### src/rtl/rv_pipe_pkg.sv
// Shared definitions for the core's pipeline registers (IF/ID, ID/EX, EX/MEM).
package rv_pipe_pkg;

  localparam int unsigned RV_XLEN = 32;
  localparam int unsigned RV_ILEN = 32;
  localparam logic [31:0] RV_NOP_INSTR = 32'h0000_0013;  // addi x0,x0,0

  typedef enum logic [1:0] {
    PIPE_EMPTY = 2'd0,
    PIPE_ONE   = 2'd1,
    PIPE_FULL  = 2'd2
  } pipe_state_e;

endpackage

### src/rtl/pipe_slot.sv
// One PC/instruction storage slot; clear wins over load, resets to pc 0 / NOP.
module pipe_slot #(
  parameter int unsigned     XLEN      = rv_pipe_pkg::RV_XLEN,
  parameter int unsigned     ILEN      = rv_pipe_pkg::RV_ILEN,
  parameter logic [ILEN-1:0] NOP_INSTR = ILEN'(rv_pipe_pkg::RV_NOP_INSTR)
) (
  input  logic            clock,
  input  logic            reset,
  input  logic            load,
  input  logic            clear,
  input  logic [XLEN-1:0] d_pc,
  input  logic [ILEN-1:0] d_instr,
  output logic [XLEN-1:0] q_pc,
  output logic [ILEN-1:0] q_instr
);

  always_ff @(posedge clock or negedge reset) begin
    if (!reset) begin
      q_pc    <= '0;
      q_instr <= NOP_INSTR;
    end else if (clear) begin
      q_pc    <= '0;
      q_instr <= NOP_INSTR;
    end else if (load) begin
      q_pc    <= d_pc;
      q_instr <= d_instr;
    end
  end

endmodule

### src/rtl/fetch_decode_pipe_reg.sv
// IF/ID pipeline register: valid/ready handshake, optional 2-entry skid, sync flush.
module fetch_decode_pipe_reg #(
  parameter int unsigned     XLEN      = rv_pipe_pkg::RV_XLEN,
  parameter int unsigned     ILEN      = rv_pipe_pkg::RV_ILEN,
  parameter bit              SKID_EN   = 1'b1,
  parameter logic [ILEN-1:0] NOP_INSTR = ILEN'(rv_pipe_pkg::RV_NOP_INSTR)
) (
  input  logic            clock,
  input  logic            reset,
  input  logic            flush,
  input  logic            in_valid,
  output logic            in_ready,
  input  logic [XLEN-1:0] in_pc,
  input  logic [ILEN-1:0] in_instr,
  output logic            out_valid,
  input  logic            out_ready,
  output logic [XLEN-1:0] out_pc,
  output logic [ILEN-1:0] out_instr,
  output logic [1:0]      occupancy
);
  import rv_pipe_pkg::*;

  pipe_state_e     state, state_nxt;
  logic            in_fire, out_fire;
  logic            main_load, main_clear, main_from_skid;
  logic            skid_load, skid_clear;
  logic [XLEN-1:0] skid_pc, main_d_pc;
  logic [ILEN-1:0] skid_instr, main_d_instr;

  assign in_fire   = in_valid & in_ready;
  assign out_fire  = out_valid & out_ready;
  assign out_valid = (state != PIPE_EMPTY);
  assign occupancy = state;

  always_ff @(posedge clock or negedge reset) begin
    if (!reset) state <= PIPE_EMPTY;
    else        state <= state_nxt;
  end

  always_comb begin
    state_nxt      = state;
    main_load      = 1'b0;
    main_clear     = 1'b0;
    main_from_skid = 1'b0;
    skid_load      = 1'b0;
    skid_clear     = 1'b0;
    if (flush) begin
      state_nxt  = PIPE_EMPTY;
      main_clear = 1'b1;
      skid_clear = 1'b1;
    end else begin
      unique case (state)
        PIPE_EMPTY: begin
          if (in_fire) begin
            state_nxt = PIPE_ONE;
            main_load = 1'b1;
          end
        end
        PIPE_ONE: begin
          // Without a skid slot in_ready implies out_fire here, so FULL is never entered.
          if (in_fire && out_fire) begin
            main_load = 1'b1;
          end else if (in_fire && SKID_EN) begin
            state_nxt = PIPE_FULL;
            skid_load = 1'b1;
          end else if (out_fire) begin
            state_nxt  = PIPE_EMPTY;
            main_clear = 1'b1;
          end
        end
        PIPE_FULL: begin
          if (out_fire) begin
            state_nxt      = PIPE_ONE;
            main_load      = 1'b1;
            main_from_skid = 1'b1;
            skid_clear     = 1'b1;
          end
        end
        default: begin
          state_nxt  = PIPE_EMPTY;
          main_clear = 1'b1;
          skid_clear = 1'b1;
        end
      endcase
    end
  end

  assign main_d_pc    = main_from_skid ? skid_pc    : in_pc;
  assign main_d_instr = main_from_skid ? skid_instr : in_instr;

  pipe_slot #(.XLEN(XLEN), .ILEN(ILEN), .NOP_INSTR(NOP_INSTR)) u_main (
    .clock   (clock),
    .reset   (reset),
    .load    (main_load),
    .clear   (main_clear),
    .d_pc    (main_d_pc),
    .d_instr (main_d_instr),
    .q_pc    (out_pc),
    .q_instr (out_instr)
  );

  generate
    if (SKID_EN) begin : g_skid
      logic in_ready_q;

      pipe_slot #(.XLEN(XLEN), .ILEN(ILEN), .NOP_INSTR(NOP_INSTR)) u_skid (
        .clock   (clock),
        .reset   (reset),
        .load    (skid_load),
        .clear   (skid_clear),
        .d_pc    (in_pc),
        .d_instr (in_instr),
        .q_pc    (skid_pc),
        .q_instr (skid_instr)
      );

      always_ff @(posedge clock or negedge reset) begin
        if (!reset) in_ready_q <= 1'b1;
        else        in_ready_q <= (state_nxt != PIPE_FULL);
      end
      assign in_ready = in_ready_q;
    end else begin : g_noskid
      assign skid_pc    = '0;
      assign skid_instr = NOP_INSTR;
      assign in_ready   = !out_valid | out_ready;
    end
  endgenerate

endmodule

### config.mk
export PLATFORM = sky130hd
export DESIGN_NAME = fetch_decode_pipe_reg
export DESIGN_NICKNAME = d
export VERILOG_FILES = /design/src/rtl/rv_pipe_pkg.sv /design/src/rtl/pipe_slot.sv /design/src/rtl/fetch_decode_pipe_reg.sv
export SDC_FILE = /design/constraint.sdc
export NUM_CORES = 1
export LEC_CHECK = 0
export CAP_MARGIN = 20
export CORE_ASPECT_RATIO = 1.25
export CORE_MARGIN = 2
export CORE_UTILIZATION = 56
export DETAILED_ROUTE_END_ITERATION = 8
export HOLD_SLACK_MARGIN = 0.05
export PLACE_DENSITY = 0.86
export REMOVE_ABC_BUFFERS = 1
export SLEW_MARGIN = 20
export SYNTH_ARGS = -nofsm -noshare
export SYNTH_HDL_FRONTEND = slang
export SYNTH_HIERARCHICAL = 1
export SYNTH_SLANG_ARGS = --single-unit
export TNS_END_PERCENT = 30
### constraint.sdc
create_clock -name clock -period 4.1 [get_ports clock]
set_input_delay 0.82 -clock clock [delete_from_list [all_inputs] [get_ports clock]]
set_output_delay 0.82 -clock clock [all_outputs]
set_load 0.02 [all_outputs]
==> impl_summary.log <==
[metrics] outcome: finished clean
[metrics] Post-Route Skew: 0.00865 ns
[metrics] via density per instance: 5.52
[metrics] total number of placement rows: 44
[metrics] hold buffer count at cts: 0
[metrics] cells after synthesis: 508
[metrics] highest net fanout along the worst path: 12
[metrics] reg-to-reg critical path endpoint: u_main/q_pc[24]
[metrics] worst voltage drop across the vdd grid: between 0.2 and 0.3 mV
[metrics] portion of the post-synthesis area used by sequential elements: 0.501
[metrics] series of cell instances along the critical path: clkdlybuf4s50_1, nor3b_4, buf_4, mux2_4, mux2i_1, nor2_1
[metrics] CTS Buf Count: 17
[metrics] count of unique library cells instantiated by Yosys: 27
[metrics] top-count cell post-synth: dfrtp_1
[metrics] share of synthesized cell area in full adder, half adder and majority cells: 0
[metrics] grt ovf: 0
[metrics] internal power: between 2 and 3 mW
[metrics] Commonest cells post-synth: 124 x dfrtp_1, 123 x mux2i_1, 123 x nor2_1, 60 x mux2_4, 13 x buf_2
[metrics] Area growth syn-to-layout: 29.6%
[metrics] CP Depth: 6
[metrics] number of clock sinks seen by CTS: about 130
[metrics] Rel. slew slack: 0.414
[metrics] xor and xnor area share after synthesis: 0
[metrics] proportion of power drawn by flip-flops and latches: 0.400
[metrics] worst hold margin: just over 0.5 ns
[metrics] origin of the worst setup path: flush
[metrics] sum of negative setup slack: 0 ns
[metrics] post-synthesis instance area: between 6000 and 7000 µm²
[metrics] Die Wd: between 100 and 150 µm
[metrics] area of the multi-input gates: about 2900 µm²
[metrics] maximum count of clock buffers along a single path: 2
[metrics] count of H-tree levels built during CTS: 4
[metrics] number of buffer and inverter instances along the worst setup path: 2
[metrics] Wirelength per Cell: around 19 µm
[metrics] Clock Power Share: 0.453
[metrics] number of global-route vias before repair: roughly 4700
[metrics] M1 WL: about 6000 µm
[metrics] worst-margin pin slew: 0.879 ns
[metrics] CTS resizes: 0
[metrics] Async S/R FF share, synth: 1.00
[metrics] crit path max-delay cell type: nor3b_4
[metrics] fraction of final layout cells sized beyond drive strength 1: 0.193
[metrics] power per unit of standard cell area: ~400 nW/µm²
[metrics] chip height: roughly 130 µm
[metrics] CP required: approximately 4.4 ns
[metrics] ys flop type: dfrtp_1
[metrics] utilization after layout: 0.739
[metrics] sum of net half-perimeters after detailed placement: approximately 9500 µm
[metrics] worst flop-to-flop path startpoint: occupancy[1]
[metrics] setup repair after global routing missed its margin: no
[metrics] routability congestion estimate: a little over 0.8
[metrics] share of the cycle needed by the critical path after routing: 0.692
[metrics] critical path's largest stage delay: around 0.70 ns
[metrics] cell type group with the largest total delay on the critical path: buffers and inverters
[metrics] Worst Setup End Kind: flip-flop
[metrics] highest clock rate: about 350 MHz
[metrics] root buffer selected by CTS: clkbuf_16
[metrics] total number of vias: 4373
[metrics] FF/Latch Area: approximately 3300 µm²
[metrics] number of detailed-routing iterations run before antenna repair: 4
[metrics] clock insertion delay at the later pin of the skew report: 0.42 ns
[metrics] global-route wire length before repair: 24100 µm
[metrics] core box area: roughly 12000 µm²
[metrics] fraction of the mapped netlist area in compound gates: 0.0164
[metrics] arrival time of data at the critical path endpoint: between 3 and 4 ns
[metrics] clock-pin transition on the worst setup and hold timing paths: around 0.060 ns
[metrics] count of buffers inserted at the top-level ports: roughly 140
[metrics] type of the most critical hold path: primary input to async pin
[metrics] Comb pwr share: 0.148
[metrics] Fill cells: roughly 740
[metrics] final count of pins violating max slew: 0
[metrics] detailed route wirelength on metal2: 7780 µm
[metrics] antenna viol nets, final: 0
[metrics] pin count of the biggest net entering global routing: between 60 and 70
[metrics] net switching power: 0.850 mW
[metrics] DRT iter0 DRCs: between 200 and 250
[metrics] final total power: about 3.5 mW
[metrics] minimum clock period after layout: between 2 and 3 ns
[metrics] maxcap violations: 0
[metrics] largest family of logic cells by synthesized area: multiplexers
[metrics] antenna violations before repair: 0
[metrics] Worst R2R Setup Slack: about 1.7 ns
[metrics] mean post-synth cell area: ~13 µm²
[metrics] number of placed I/O pins: about 140
[metrics] routed length on met3: 652 µm
[metrics] top post-synthesis cells by area: dfrtp_1 47%, mux2i_1 19%, mux2_4 14%
[metrics] Switching Fraction: 0.245
[metrics] startpoint types: primary input
[metrics] Crit Path Class: primary input to flip-flop
[metrics] logic depth of the worst register-to-register path: 6
[metrics] number of endpoints with negative hold slack in the final report: 0
[metrics] initial core utilization: 0.571
[metrics] reported leakage power: 3.71 nW
[metrics] critical path endpoint: u_main/q_pc[9]
[metrics] area of placed instances: ~7900 µm²
[metrics] setup bufs post-CTS: 0
[metrics] top cell type's share of synthesized area: 0.473
[metrics] total global routing track utilization: 0.247
[metrics] cell type with the largest total area after synthesis: dfrtp_1
[metrics] antenna diode instance count: 0
[metrics] endpoints failing setup: 0
[metrics] number of warnings reported in the yosys synthesis log: 6
[metrics] top metal layer carrying routed signals: met4
[metrics] number of synthesized flops with an enable pin: 0
[metrics] post-route cell area: roughly 8500 µm²
[metrics] total DRC errors in the routed layout: 0
[metrics] Total Routed Length: about 15000 µm
[metrics] register bit total from synthesis: 131
[metrics] mux cell area share after synthesis: 0.332
[metrics] DIE AREA: 12600 µm²
[metrics] simple-gate area share of the yosys netlist: 0.0896
[metrics] TritonCTS clock tree: built
[metrics] Final #Nets: just over 700
[worst reg2reg max path, stage by stage, from the launching register on]
cell,delay (ns)
dfrtp_1,0.47
and3b_2,0.30
o21ai_0,0.16
a21oi_4,0.59
buf_4,0.45
mux2i_1,0.26
nor2_1,0.07
[final cells by class]
class | count | share of cell area
sequential | 131 | 0.386
clock buffer | 20 | 0.0549
timing repair buffer | 150 | 0.179
tap | 138 | 0.0203
clock inverter | 12 | 0.0182
multi-input combinational | 341 | 0.341
[power by group through the flow]
stage / Sequential, mW / Combinational [mW] / Clock [mW]
after floorplan: 1.45 / 0.239 / 0
after global placement: 1.40 / 0.496 / 0
after detailed placement: 1.41 / 0.510 / 0
after CTS: 1.38 / 0.515 / 1.59
after global routing: 1.39 / 0.546 / 1.64
final: 1.38 / 0.511 / 1.57
[cells in the final DEF, fill, tap and decap left out, drive strengths merged, types with 2 or more instances in the layout]
master         Yosys  routed
a211o              7       7
a21o               2       2
and2b              6       6
buf               36      15
bufinv             0       3
clkbuf             0      20
clkdlybuf4s50      0     135
clkinv             0       4
clkinvlp           0       5
dfrtp            124     124
dfstp              7       7
mux2              64      64
mux2i            123     123
nand2              2       2
nand2b             3       3
nor2             123     123
o21ai              2       2
[state kept, by name, summed over array words and instances, names as in the netlist]
| name | cells |
|---|---|
| g_skid.u_skid/q_instr | 32 |
| g_skid.u_skid/q_pc | 32 |
| in_ready | 1 |
| occupancy | 2 |
| u_main/q_instr | 32 |
| u_main/q_pc | 32 |
[worst min path at each step]
| stage | start | end | cells past startpoint |
|---|---|---|---|
| 6_report | reset | u_main/q_pc[15] | 1 |
| 5_1_grt | u_main/q_instr[3] | u_main/q_instr[3] | 2 |
| 4_1_cts | g_skid.u_skid/q_instr[31] | g_skid.u_skid/q_instr[31] | 2 |
| 3_5_place_dp | g_skid.u_skid/q_instr[31] | g_skid.u_skid/q_instr[31] | 2 |
| 3_3_place_gp | g_skid.u_skid/q_instr[31] | g_skid.u_skid/q_instr[31] | 2 |
| 2_1_floorplan | g_skid.u_skid/q_instr[31] | g_skid.u_skid/q_instr[31] | 2 |
[per-layer routing]
metal  GRT usage  vias to the layer above
met2       0.422                      115
met3      0.0576                       29
met4      0.0983                        0
met5           0                        -
met1       0.299                     2229
li1            -                     2000
[kinds of logic after synthesis]
logic type | after synthesis
multiplexers | 187
AND/OR/NAND/NOR | 140
buffers and inverters | 36
flip-flops | 131
AO/OA/AOI/OAI | 14
[metrics by stage]
stage | std cells | setup slack, ns
4_1_cts | 792 | 1.25
3_5_place_dp | 760 | 0.895
5_1_grt | 792 | 1.13
6_report | 792 | 1.26
2_1_floorplan | 472 | -4.01
3_3_place_gp | 760 | 0.971
(Power assumes the default switching activity.)
